--- src/rtl/cook_timer_ctrl_pkg.sv ---
// Shared types and constants for the microwave cook timer sequencer.
package cook_timer_ctrl_pkg;

  localparam int unsigned DIGIT_W   = 4;
  localparam int unsigned STATE_W   = 3;
  localparam int unsigned DONE_CNT_W = 4;

  localparam logic [DIGIT_W-1:0] BCD_MAX_DIGIT = 4'd9;
  localparam logic [DIGIT_W-1:0] SEC_TENS_MAX  = 4'd5;

  typedef enum logic [STATE_W-1:0] {
    ST_IDLE  = 3'd0,
    ST_ENTRY = 3'd1,
    ST_COOK  = 3'd2,
    ST_PAUSE = 3'd3,
    ST_DONE  = 3'd4
  } state_t;

  typedef struct packed {
    logic [DIGIT_W-1:0] min_tens;
    logic [DIGIT_W-1:0] min_ones;
    logic [DIGIT_W-1:0] sec_tens;
    logic [DIGIT_W-1:0] sec_ones;
  } bcd_time_t;

endpackage

--- src/rtl/cook_timer_ctrl_if.sv ---
// Keypad / 1 Hz input stage and display / actuator signals of the cook timer.
interface cook_timer_ctrl_if;
  import cook_timer_ctrl_pkg::*;

  logic [DIGIT_W-1:0] BCD;
  logic               loadn;
  logic               pgt_1Hz;
  logic               start;
  logic               stop;
  logic               door_closed;
  logic               keypad_en;
  logic [DIGIT_W-1:0] sec_ones;
  logic [DIGIT_W-1:0] sec_tens;
  logic [DIGIT_W-1:0] min_ones;
  logic [DIGIT_W-1:0] min_tens;
  logic               magnetron_on;
  logic               done;

  modport master (
    output BCD, loadn, pgt_1Hz, start, stop, door_closed,
    input  keypad_en, sec_ones, sec_tens, min_ones, min_tens, magnetron_on, done
  );

  modport slave (
    input  BCD, loadn, pgt_1Hz, start, stop, door_closed,
    output keypad_en, sec_ones, sec_tens, min_ones, min_tens, magnetron_on, done
  );

endinterface

--- src/rtl/cook_timer_ctrl_bcd_time_reg.sv ---
// Four-digit mm:ss BCD register with clear, shift-in and borrow-chain decrement.
module bcd_time_reg
  import cook_timer_ctrl_pkg::*;
(
  input  logic               i_clk,
  input  logic               i_rst_n,
  input  logic               i_clr,
  input  logic               i_shift,
  input  logic [DIGIT_W-1:0] i_digit,
  input  logic               i_dec,
  output bcd_time_t          o_time,
  output logic               o_zero_c,
  output logic               o_dec_zero_c
);

  bcd_time_t r_time;
  bcd_time_t w_dec_time;
  logic      w_zero;

  assign w_zero = (r_time == '0);

  // Borrow ripples from seconds units up to minutes tens.
  always_comb begin
    w_dec_time = r_time;
    if (r_time.sec_ones != '0) begin
      w_dec_time.sec_ones = r_time.sec_ones - 4'd1;
    end else begin
      w_dec_time.sec_ones = BCD_MAX_DIGIT;
      if (r_time.sec_tens != '0) begin
        w_dec_time.sec_tens = r_time.sec_tens - 4'd1;
      end else begin
        w_dec_time.sec_tens = SEC_TENS_MAX;
        if (r_time.min_ones != '0) begin
          w_dec_time.min_ones = r_time.min_ones - 4'd1;
        end else begin
          w_dec_time.min_ones = BCD_MAX_DIGIT;
          w_dec_time.min_tens = r_time.min_tens - 4'd1;
        end
      end
    end
  end

  always_ff @(posedge i_clk) begin
    if (!i_rst_n) begin
      r_time <= '0;
    end else if (i_clr) begin
      r_time <= '0;
    end else if (i_shift) begin
      r_time <= '{min_tens: r_time.min_ones,
                  min_ones: r_time.sec_tens,
                  sec_tens: r_time.sec_ones,
                  sec_ones: i_digit};
    end else if (i_dec && !w_zero) begin
      r_time <= w_dec_time;
    end
  end

  assign o_time       = r_time;
  assign o_zero_c     = w_zero;
  assign o_dec_zero_c = !w_zero && (w_dec_time == '0);

endmodule

--- src/rtl/cook_timer_ctrl.sv ---
// Microwave timer sequencer: keypad entry, countdown on 1 Hz ticks, pause and done handling.
module cook_timer_ctrl
  import cook_timer_ctrl_pkg::*;
#(
  parameter int unsigned DONE_TICKS = 3
)(
  input logic              clock,
  input logic              clearn,
  cook_timer_ctrl_if.slave bus
);

  localparam logic [DONE_CNT_W-1:0] DONE_CNT_LAST = DONE_CNT_W'(DONE_TICKS - 1);

  state_t                r_state;
  state_t                w_state_nxt;
  logic                  r_loadn_q;
  logic                  r_pgt_q;
  logic                  r_strobe;
  logic                  r_tick;
  logic [DIGIT_W-1:0]    r_bcd;
  logic [DONE_CNT_W-1:0] r_done_cnt;
  logic [DONE_CNT_W-1:0] w_done_cnt_nxt;
  logic                  r_keypad_en;
  logic                  r_magnetron;
  logic                  r_done;

  logic                  w_accept;
  logic                  w_clr;
  logic                  w_shift;
  logic                  w_dec;
  logic                  w_zero;
  logic                  w_dec_zero;
  bcd_time_t             w_time;

  assign w_accept = r_strobe && (r_bcd <= BCD_MAX_DIGIT);

  bcd_time_reg u_time (
    .i_clk        (clock),
    .i_rst_n      (clearn),
    .i_clr        (w_clr),
    .i_shift      (w_shift),
    .i_digit      (r_bcd),
    .i_dec        (w_dec),
    .o_time       (w_time),
    .o_zero_c     (w_zero),
    .o_dec_zero_c (w_dec_zero)
  );

  always_ff @(posedge clock) begin
    if (!clearn) r_state <= ST_IDLE;
    else         r_state <= w_state_nxt;
  end

  // Priority: stop > door open > start > tick > key strobe.
  always_comb begin
    w_state_nxt    = r_state;
    w_clr          = 1'b0;
    w_shift        = 1'b0;
    w_dec          = 1'b0;
    w_done_cnt_nxt = r_done_cnt;
    case (r_state)
      ST_IDLE: begin
        if (!bus.stop && w_accept) begin
          w_shift     = 1'b1;
          w_state_nxt = ST_ENTRY;
        end
      end
      ST_ENTRY: begin
        if (bus.stop) begin
          w_clr       = 1'b1;
          w_state_nxt = ST_IDLE;
        end else if (bus.start && bus.door_closed && !w_zero) begin
          w_state_nxt = ST_COOK;
        end else if (w_accept) begin
          w_shift = 1'b1;
        end
      end
      ST_COOK: begin
        if (bus.stop || !bus.door_closed) begin
          w_state_nxt = ST_PAUSE;
        end else if (r_tick) begin
          w_dec = 1'b1;
          if (w_dec_zero) begin
            w_state_nxt    = ST_DONE;
            w_done_cnt_nxt = '0;
          end
        end
      end
      ST_PAUSE: begin
        if (bus.stop) begin
          w_clr       = 1'b1;
          w_state_nxt = ST_IDLE;
        end else if (bus.start && bus.door_closed) begin
          w_state_nxt = ST_COOK;
        end
      end
      ST_DONE: begin
        if (bus.stop || !bus.door_closed) begin
          w_clr       = 1'b1;
          w_state_nxt = ST_IDLE;
        end else if (r_tick) begin
          if (r_done_cnt >= DONE_CNT_LAST) begin
            w_state_nxt    = ST_IDLE;
            w_done_cnt_nxt = '0;
          end else begin
            w_done_cnt_nxt = r_done_cnt + 4'd1;
          end
        end
      end
      default: begin
        w_clr       = 1'b1;
        w_state_nxt = ST_IDLE;
      end
    endcase
  end

  // Edge detectors, done counter and registered outputs follow the next state.
  always_ff @(posedge clock) begin
    if (!clearn) begin
      r_loadn_q   <= 1'b1;
      r_pgt_q     <= 1'b0;
      r_strobe    <= 1'b0;
      r_tick      <= 1'b0;
      r_bcd       <= '0;
      r_done_cnt  <= '0;
      r_keypad_en <= 1'b1;
      r_magnetron <= 1'b0;
      r_done      <= 1'b0;
    end else begin
      r_loadn_q   <= bus.loadn;
      r_pgt_q     <= bus.pgt_1Hz;
      r_strobe    <= r_loadn_q && !bus.loadn;
      r_tick      <= bus.pgt_1Hz && !r_pgt_q;
      r_bcd       <= bus.BCD;
      r_done_cnt  <= w_done_cnt_nxt;
      r_keypad_en <= (w_state_nxt == ST_IDLE) || (w_state_nxt == ST_ENTRY);
      r_magnetron <= (w_state_nxt == ST_COOK);
      r_done      <= (w_state_nxt == ST_DONE);
    end
  end

  assign bus.keypad_en    = r_keypad_en;
  assign bus.magnetron_on = r_magnetron;
  assign bus.done         = r_done;
  assign bus.sec_ones     = w_time.sec_ones;
  assign bus.sec_tens     = w_time.sec_tens;
  assign bus.min_ones     = w_time.min_ones;
  assign bus.min_tens     = w_time.min_tens;

endmodule

--- src/flat_wrapper.sv ---
// flat-port wrapper written by rule: the top's interface ports become plain ports
module cook_timer_ctrl_flat import cook_timer_ctrl_pkg::*;
#(
  parameter int unsigned DONE_TICKS = 3
)
  (clock, clearn, bus_BCD, bus_loadn, bus_pgt_1Hz, bus_start, bus_stop, bus_door_closed, bus_keypad_en, bus_sec_ones, bus_sec_tens, bus_min_ones, bus_min_tens, bus_magnetron_on, bus_done);
  cook_timer_ctrl_if bus_i ();
  input logic clock;
  input logic clearn;
  input wire logic [$bits(bus_i.BCD)-1:0] bus_BCD;
  input wire logic [$bits(bus_i.loadn)-1:0] bus_loadn;
  input wire logic [$bits(bus_i.pgt_1Hz)-1:0] bus_pgt_1Hz;
  input wire logic [$bits(bus_i.start)-1:0] bus_start;
  input wire logic [$bits(bus_i.stop)-1:0] bus_stop;
  input wire logic [$bits(bus_i.door_closed)-1:0] bus_door_closed;
  output wire logic [$bits(bus_i.keypad_en)-1:0] bus_keypad_en;
  output wire logic [$bits(bus_i.sec_ones)-1:0] bus_sec_ones;
  output wire logic [$bits(bus_i.sec_tens)-1:0] bus_sec_tens;
  output wire logic [$bits(bus_i.min_ones)-1:0] bus_min_ones;
  output wire logic [$bits(bus_i.min_tens)-1:0] bus_min_tens;
  output wire logic [$bits(bus_i.magnetron_on)-1:0] bus_magnetron_on;
  output wire logic [$bits(bus_i.done)-1:0] bus_done;
  assign bus_i.BCD = bus_BCD;
  assign bus_i.loadn = bus_loadn;
  assign bus_i.pgt_1Hz = bus_pgt_1Hz;
  assign bus_i.start = bus_start;
  assign bus_i.stop = bus_stop;
  assign bus_i.door_closed = bus_door_closed;
  assign bus_keypad_en = bus_i.keypad_en;
  assign bus_sec_ones = bus_i.sec_ones;
  assign bus_sec_tens = bus_i.sec_tens;
  assign bus_min_ones = bus_i.min_ones;
  assign bus_min_tens = bus_i.min_tens;
  assign bus_magnetron_on = bus_i.magnetron_on;
  assign bus_done = bus_i.done;
  cook_timer_ctrl #(.DONE_TICKS(DONE_TICKS)) u_core (.clock(clock), .clearn(clearn), .bus(bus_i));
endmodule
--- config.mk ---
export PLATFORM = sky130hd
export DESIGN_NAME = cook_timer_ctrl_flat
export DESIGN_NICKNAME = d
export VERILOG_FILES = /design/src/rtl/cook_timer_ctrl_pkg.sv /design/src/rtl/cook_timer_ctrl_if.sv /design/src/rtl/cook_timer_ctrl_bcd_time_reg.sv /design/src/rtl/cook_timer_ctrl.sv /design/src/flat_wrapper.sv
export SDC_FILE = /design/constraint.sdc
export NUM_CORES = 1
export LEC_CHECK = 0
export CELL_PAD_IN_SITES_DETAIL_PLACEMENT = 1
export CELL_PAD_IN_SITES_GLOBAL_PLACEMENT = 1
export CORE_MARGIN = 5
export CORE_UTILIZATION = 40
export DETAILED_ROUTE_END_ITERATION = 6
export PLACE_DENSITY = 0.76
export SLEW_MARGIN = 20
export SYNTH_ARGS = -nofsm -noshare
export SYNTH_HDL_FRONTEND = slang
export SYNTH_SLANG_ARGS = --single-unit
--- constraint.sdc ---
create_clock -name clock -period 2.5 [get_ports clock]
set_input_delay 0.75 -clock clock [delete_from_list [all_inputs] [get_ports clock]]
set_output_delay 0.75 -clock clock [all_outputs]
set_load 0.01 [all_outputs]
Word-level counts from Yosys, hierarchy flattened --
Cells that the tools add are included.
Storage, ports and cells: bits in registers 34, input port bits 11, output and inout bits 19
Operators by class: $add $sub $neg 5, order comparisons 2, eq/ne operators 12, mux-type cells 38, bitwise gates (word level) 1, reduce and logical (&&, ||, !) cells 28
Operators by type and width (number):
- 2-to-1 mux 4 bit | 10
- 2-to-1 mux 3 bit | 11
- logical NOT 16 bit | 2
- 2-to-1 mux 16 bit | 2
- subtractor 4 x 1 -> 4 bit, second input constant | 4
- case mux 3 bit (5 select lines) | 1
- 2-to-1 mux 12 bit | 1
- nonzero test 4 bit | 3
- equality test 3 x 2 -> 1 bit, second input constant | 3
- 2-to-1 mux 1 bit | 9
- logical AND 1 bit | 8
- 2-to-1 mux 8 bit | 1
- case mux 4 bit (2 select lines) | 1
- equality test 3 x 1 -> 1 bit, second input constant | 2
- equality test 3 bit, second input constant | 2
- logical NOT 3 bit | 2
- != test 2 bit, second input constant | 3
- AND reduction 6 bit | 1
- OR reduction 2 bit | 3
- logical NOT 1 bit | 5
- adder 4 x 1 -> 4 bit, second input constant | 1
- greater-or-equal comparator 4 x 2 -> 1 bit, second input constant | 1
- <= comparator 4 bit, second input constant | 1
- != test 2 x 1 -> 1 bit, second input constant | 2
- 5 further kinds | 7

Longest topological paths before layout --
depth after elaboration 12, gate-level depth with buffers 8, gate-level depth less buffers 7

Hierarchy --
Synthesis repeated with hierarchy kept, for this count alone.
Unflattened totals: cell total of the unflattened synthesis 212, area total of the unflattened synthesis 1915.6 um^2
By module, submodules not included:
- bcd_time_reg | times used 1, cells each 137, area an instance 1112.3 um^2, seq. area each 320.3 um^2
- cook_timer_ctrl | times used 1, cells each 75, area an instance 803.3 um^2, seq. area each 360.3 um^2

Least setup slack after synthesis --
OpenSTA, ideal clock, no wires.
path type reg2reg, start point register u_core.u_time.r_time, in the netlist u_core.u_time.o_time[12], end point register u_core.u_time.r_time, in the netlist u_core.u_time.o_time[5], library setup time 0.086 ns, arrival time 1.897 ns, data required time 2.414 ns, setup slack 0.517 ns, cell stages (with the launch flop) 8, period minus slack after synthesis 1.983 ns, path through dfxtp_1 > inv_1 > ha_1 > or3b_2 > nor4b_4 > a211oi_1 > mux2i_1 > a211oi_1
On the way: longest elaborated chain between the ends 7, elaborated cells between the ends (all ways) 9, those cells by class mux (4); reduce/logical (5)
Ends and longest elaborated chain:
- from (decl) | RTL line cook_timer_ctrl_bcd_time_reg.sv:16 | bcd_time_t r_time;
- from (signal assigned) | RTL line cook_timer_ctrl_bcd_time_reg.sv:49 | r_time <= '{min_tens: r_time.min_ones,
- from (signal assigned) | RTL line cook_timer_ctrl_bcd_time_reg.sv:54 | r_time <= w_dec_time;
- logical NOT 16 bit * | RTL line cook_timer_ctrl_bcd_time_reg.sv:20 | assign w_zero = (r_time == '0);
- logical NOT 1 bit * | RTL line cook_timer_ctrl_bcd_time_reg.sv:53, cook_timer_ctrl.sv:72
- logical AND 1 bit | RTL line cook_timer_ctrl.sv:72 | end else if (bus.start && bus.door_closed && !w_zero) begin
- 2-to-1 mux 1 bit | RTL line cook_timer_ctrl.sv:72
- 2-to-1 mux 1 bit | RTL line cook_timer_ctrl.sv:69 | if (bus.stop) begin
- case mux 1 bit (2 select lines) | RTL line cook_timer_ctrl.sv:61 | case (r_state)
- 2-to-1 mux 16 bit / nonzero test 2 bit (equally long branches)
Every way passes the cells marked *; elsewhere a longest branch is shown, timed or not. A chain may end at the register's enable or synchronous reset.

Worst setup path in the final report --
start point input port bus_stop, end point register u_core.u_time.r_time, in the netlist u_core.u_time.o_time[12]
On the way: longest elaborated chain between the ends 5, elaborated cells between the ends (all ways) 15, those cells by class mux (9); reduce/logical (6)
Ends and longest elaborated chain:
- from (decl) | RTL line flat_wrapper.sv:14 | input wire logic [$bits(bus_i.stop)-1:0] bus_stop;
- logical NOT 1 bit / logical OR 1 bit (equally long branches) | RTL line cook_timer_ctrl.sv:63, cook_timer_ctrl.sv:79, cook_timer_ctrl.sv:98
- logical AND 1 bit / 2-to-1 mux 1 bit (equally long branches) | RTL line cook_timer_ctrl.sv:63, cook_timer_ctrl.sv:79
- 2-to-1 mux 1 bit (on tied branches) | RTL line cook_timer_ctrl.sv:63, cook_timer_ctrl.sv:61
- case mux 1 bit (2 select lines) / logical AND 1 bit (equally long branches) | RTL line cook_timer_ctrl.sv:61, cook_timer_ctrl_bcd_time_reg.sv:53
- 2-to-1 mux 16 bit / nonzero test 2 bit (equally long branches)
Parallel ways exist; a longest one is shown, timed or not.

==> flow_summary.json <==
{
  "rows": 24,
  "maxSlewHeadroom": 0.662,
  "grt_setup_unrepaired": "no",
  "post-route-period-util": 0.949,
  "clk_pin_slew_ns": 0.08,
  "num_io_pins": 30,
  "layout_common_cells": "34 x dfxtp_1, 29 x clkdlybuf4s50_1, 24 x nor2_1, 20 x nand2_1, 12 x buf_4",
  "synth-seq-area-share": 0.373,
  "yosysWarnings": 0,
  "die_area_um2": 6010,
  "die_w_um": 77.5,
  "fmax_mhz": 421,
  "dp_cells": 289,
  "nets": 259,
  "synth_area_um2": 1820,
  "synth.area.top_cells": "dfxtp_1 37%, nor2_1 4.9%, nand2_1 4.1%",
  "p_per_area_nw_per_um2": 535,
  "worst_hold_path_type": "flip-flop to flip-flop",
  "grt.total_usage": 0.177,
  "reg2reg_to": "u_core.u_time.o_time[5]",
  "synth_top_area_cell": "dfxtp_1",
  "maxSlewViolCount": 0,
  "fp.dieH_um": 77.5,
  "drive_gt1_frac": 0.171,
  "worstMarginPinSlew_ns": 0.506,
  "post-route-min-period_ns": 2.37,
  "r2r_cells": 7,
  "tns_ns": 0,
  "cts_tree": "done",
  "critPathKind": "primary input to flip-flop",
  "syn_inst": 202,
  "ys_types": 51,
  "vdd_ir_drop_max_mv": 0.354,
  "fp.coreArea_um2": 4380,
  "cp_max_fo": 7,
  "whs_path_depth": 1,
  "grt_pass1_vias": 1844,
  "cp_num_buf_inv": 2,
  "hold_path_end": "u_core.r_tick",
  "post_layout_nonfiller_instances": 297,
  "final_common_cell": "dfxtp_1",
  "crit_chain": "clkdlybuf4s50_1, nor2_1, nand3_1, a311oi_4, buf_4, a2bb2oi_1, a21oi_1",
  "initial_utilization": 0.416,
  "wl_per_cell_um": 17.2,
  "hold_viol_final": 0,
  "first_iter_violations": 109,
  "drtAntennaViolNets": 0,
  "rr_startpoint": "u_core.u_time.o_time[12]",
  "place_hpwl_um": 3810,
  "fin_skew_ns": 0.00634,
  "drcViolationCount": 0,
  "grt_start_max_net_pins": 22,
  "worstPathArrival_ns": 2.60,
  "port_buffers": 29,
  "first_pass_iters": 4,
  "clkSinkCount": 34,
  "synth_nets": 217,
  "overflow": 0,
  "leakage_nw": 0.857,
  "cts_buffer_depth": 2,
  "grt_pass1_wl_um": 8760,
  "path_delay_family": "buffers and inverters",
  "numCtsBuffers": 5,
  "antennaDiodeCount": 0,
  "cts-root-buf": "clkbuf_8",
  "via_per_inst": 5.68,
  "start_kind": "primary input",
  "synth-seq-cells": 34,
  "outcome": "finished, final reports clean",
  "insertion_delay_ns": 0.29,
  "cts_max_level": 2,
  "gp_congestion": 0.872,
  "holdWs_ns": 0.394,
  "syn_area_per_cell_um2": 9.02,
  "fillCellCount": 517,
  "via_count": 1688,
  "max_cap_violations": 0,
  "cp-end-kind": "flip-flop",
  "antenna_found_initial": 0,
  "routed_wl_um": 5120,
  "critPathMaxStageDelay_ns": 0.53,
  "slowest_stage": "clkdlybuf4s50_1",
  "synth_edf_count": 0,
  "synth_ff_type": "dfxtp_1",
  "setup_viol_count_final": 0,
  "synthArstFlopShare": 0,
  "hp-start": "u_core.r_pgt_q",
  "area_growth_pct": 29.9,
  "synth_top_area_share": 0.373,
  "reg2reg_setup_slack_ns": 0.25,
  "critPathRequiredTime_ns": 2.73
}
-- per-stage QoR --
step                       util  area [µm²]  setup slack, ns  total power (W)
after floorplan               -        1820            0.517         0.000688
after global placement    0.513        2250          -0.0819         0.000753
after detailed placement  0.513        2250           -0.144         0.000760
after CTS                 0.539        2360            0.147          0.00128
after global routing      0.540        2370          0.00698          0.00132
final                     0.540        2370            0.127          0.00127
-- repair_timing --
item,CTS,global route
setup buffers,0,0
hold buffers,0,0
gates resized for setup,0,1
setup endpoints to repair,0,1
-- worst reg2reg max path, stage by stage (launching register included) --
cell and delay [ns]:
dfxtp_1 0.36, inv_1 0.09, ha_1 0.16, or3b_2 0.50, nor4b_4 0.50, a211oi_2 0.18, mux2i_1 0.15, a211oi_1 0.23
-- kinds of logic after synthesis --
logic type | count (synthesis) | share of synthesized area
simple gates | 102 | 0.348
flops | 34 | 0.373
compound gates | 41 | 0.179
buf+inv | 14 | 0.0357
mux | 4 | 0.0220
fa+ha+maj | 4 | 0.0275
xor+xnor | 3 | 0.0144
-- area by class of cell --
cell class | instances | area, µm² | share of cell area
Sequential cell | 34 | 681 | 0.287
Multi-Input combinational cell | 154 | 1080 | 0.457
Tap cell | 52 | 65.1 | 0.0275
Clock inverter | 3 | 45.0 | 0.0190
Inverter | 7 | 26.3 | 0.0111
Timing Repair Buffer | 42 | 400 | 0.169
Clock buffer | 5 | 68.8 | 0.0291
-- Yosys cell counts, types with 2 or more instances --
library cell and number:
dfxtp_1 34, nor2_1 24, nand2_1 20, o21ai_0 9
and2_1 7, inv_1 7, a21oi_1 6, nand3_1 6
nor3_1 6, a211oi_1 4, a31oi_1 4, buf_2 4
ha_1 4, mux2i_1 4, nand2b_1 4, nand3b_1 4
or3_1 4, a211oi_2 3, nand4_1 3, nor4_1 3
or2_2 3, xnor2_1 3, a311oi_1 2, a311oi_2 2
and4_1 2, clkbuf_1 2, nor2b_1 2, nor4_4 2
or3b_2 2
-- power by group --
group          switching (W)  internal (W)
combinational      0.0000859     0.0000829
sequential         0.0000232      0.000557
clock               0.000221      0.000297
-- state kept, by name, indices dropped and copies added, names as in the netlist, 3 cells and up --
register and flops:
u_core.u_time.o_time 16, u_core.r_bcd 4, u_core.r_done_cnt 4, u_core.r_state 3
-- layer usage --
layer  up-vias  track usage  share of wire
met2        33        0.301           0.50
met3         6       0.0382          0.034
li1        823            -              -
met4         0       0.0601          0.010
met1       826        0.221           0.46
met5         -            0              0
-- how the worst max path moves through the flow --
stage / to / from / cells past startpoint / slack (ns)
finish: u_core.u_time.o_time[12] / bus_stop / 7 / 0.13
global route: u_core.u_time.o_time[11] / bus_stop / 7 / 0.007
floorplan: u_core.u_time.o_time[5] / u_core.u_time.o_time[12] / 7 / 0.52
CTS: u_core.u_time.o_time[1] / bus_stop / 6 / 0.15
global placement: u_core.u_time.o_time[7] / bus_stop / 6 / -0.08
detailed placement: u_core.u_time.o_time[10] / bus_stop / 7 / -0.14
No activity file was read; power rests on OpenSTA's default activity.
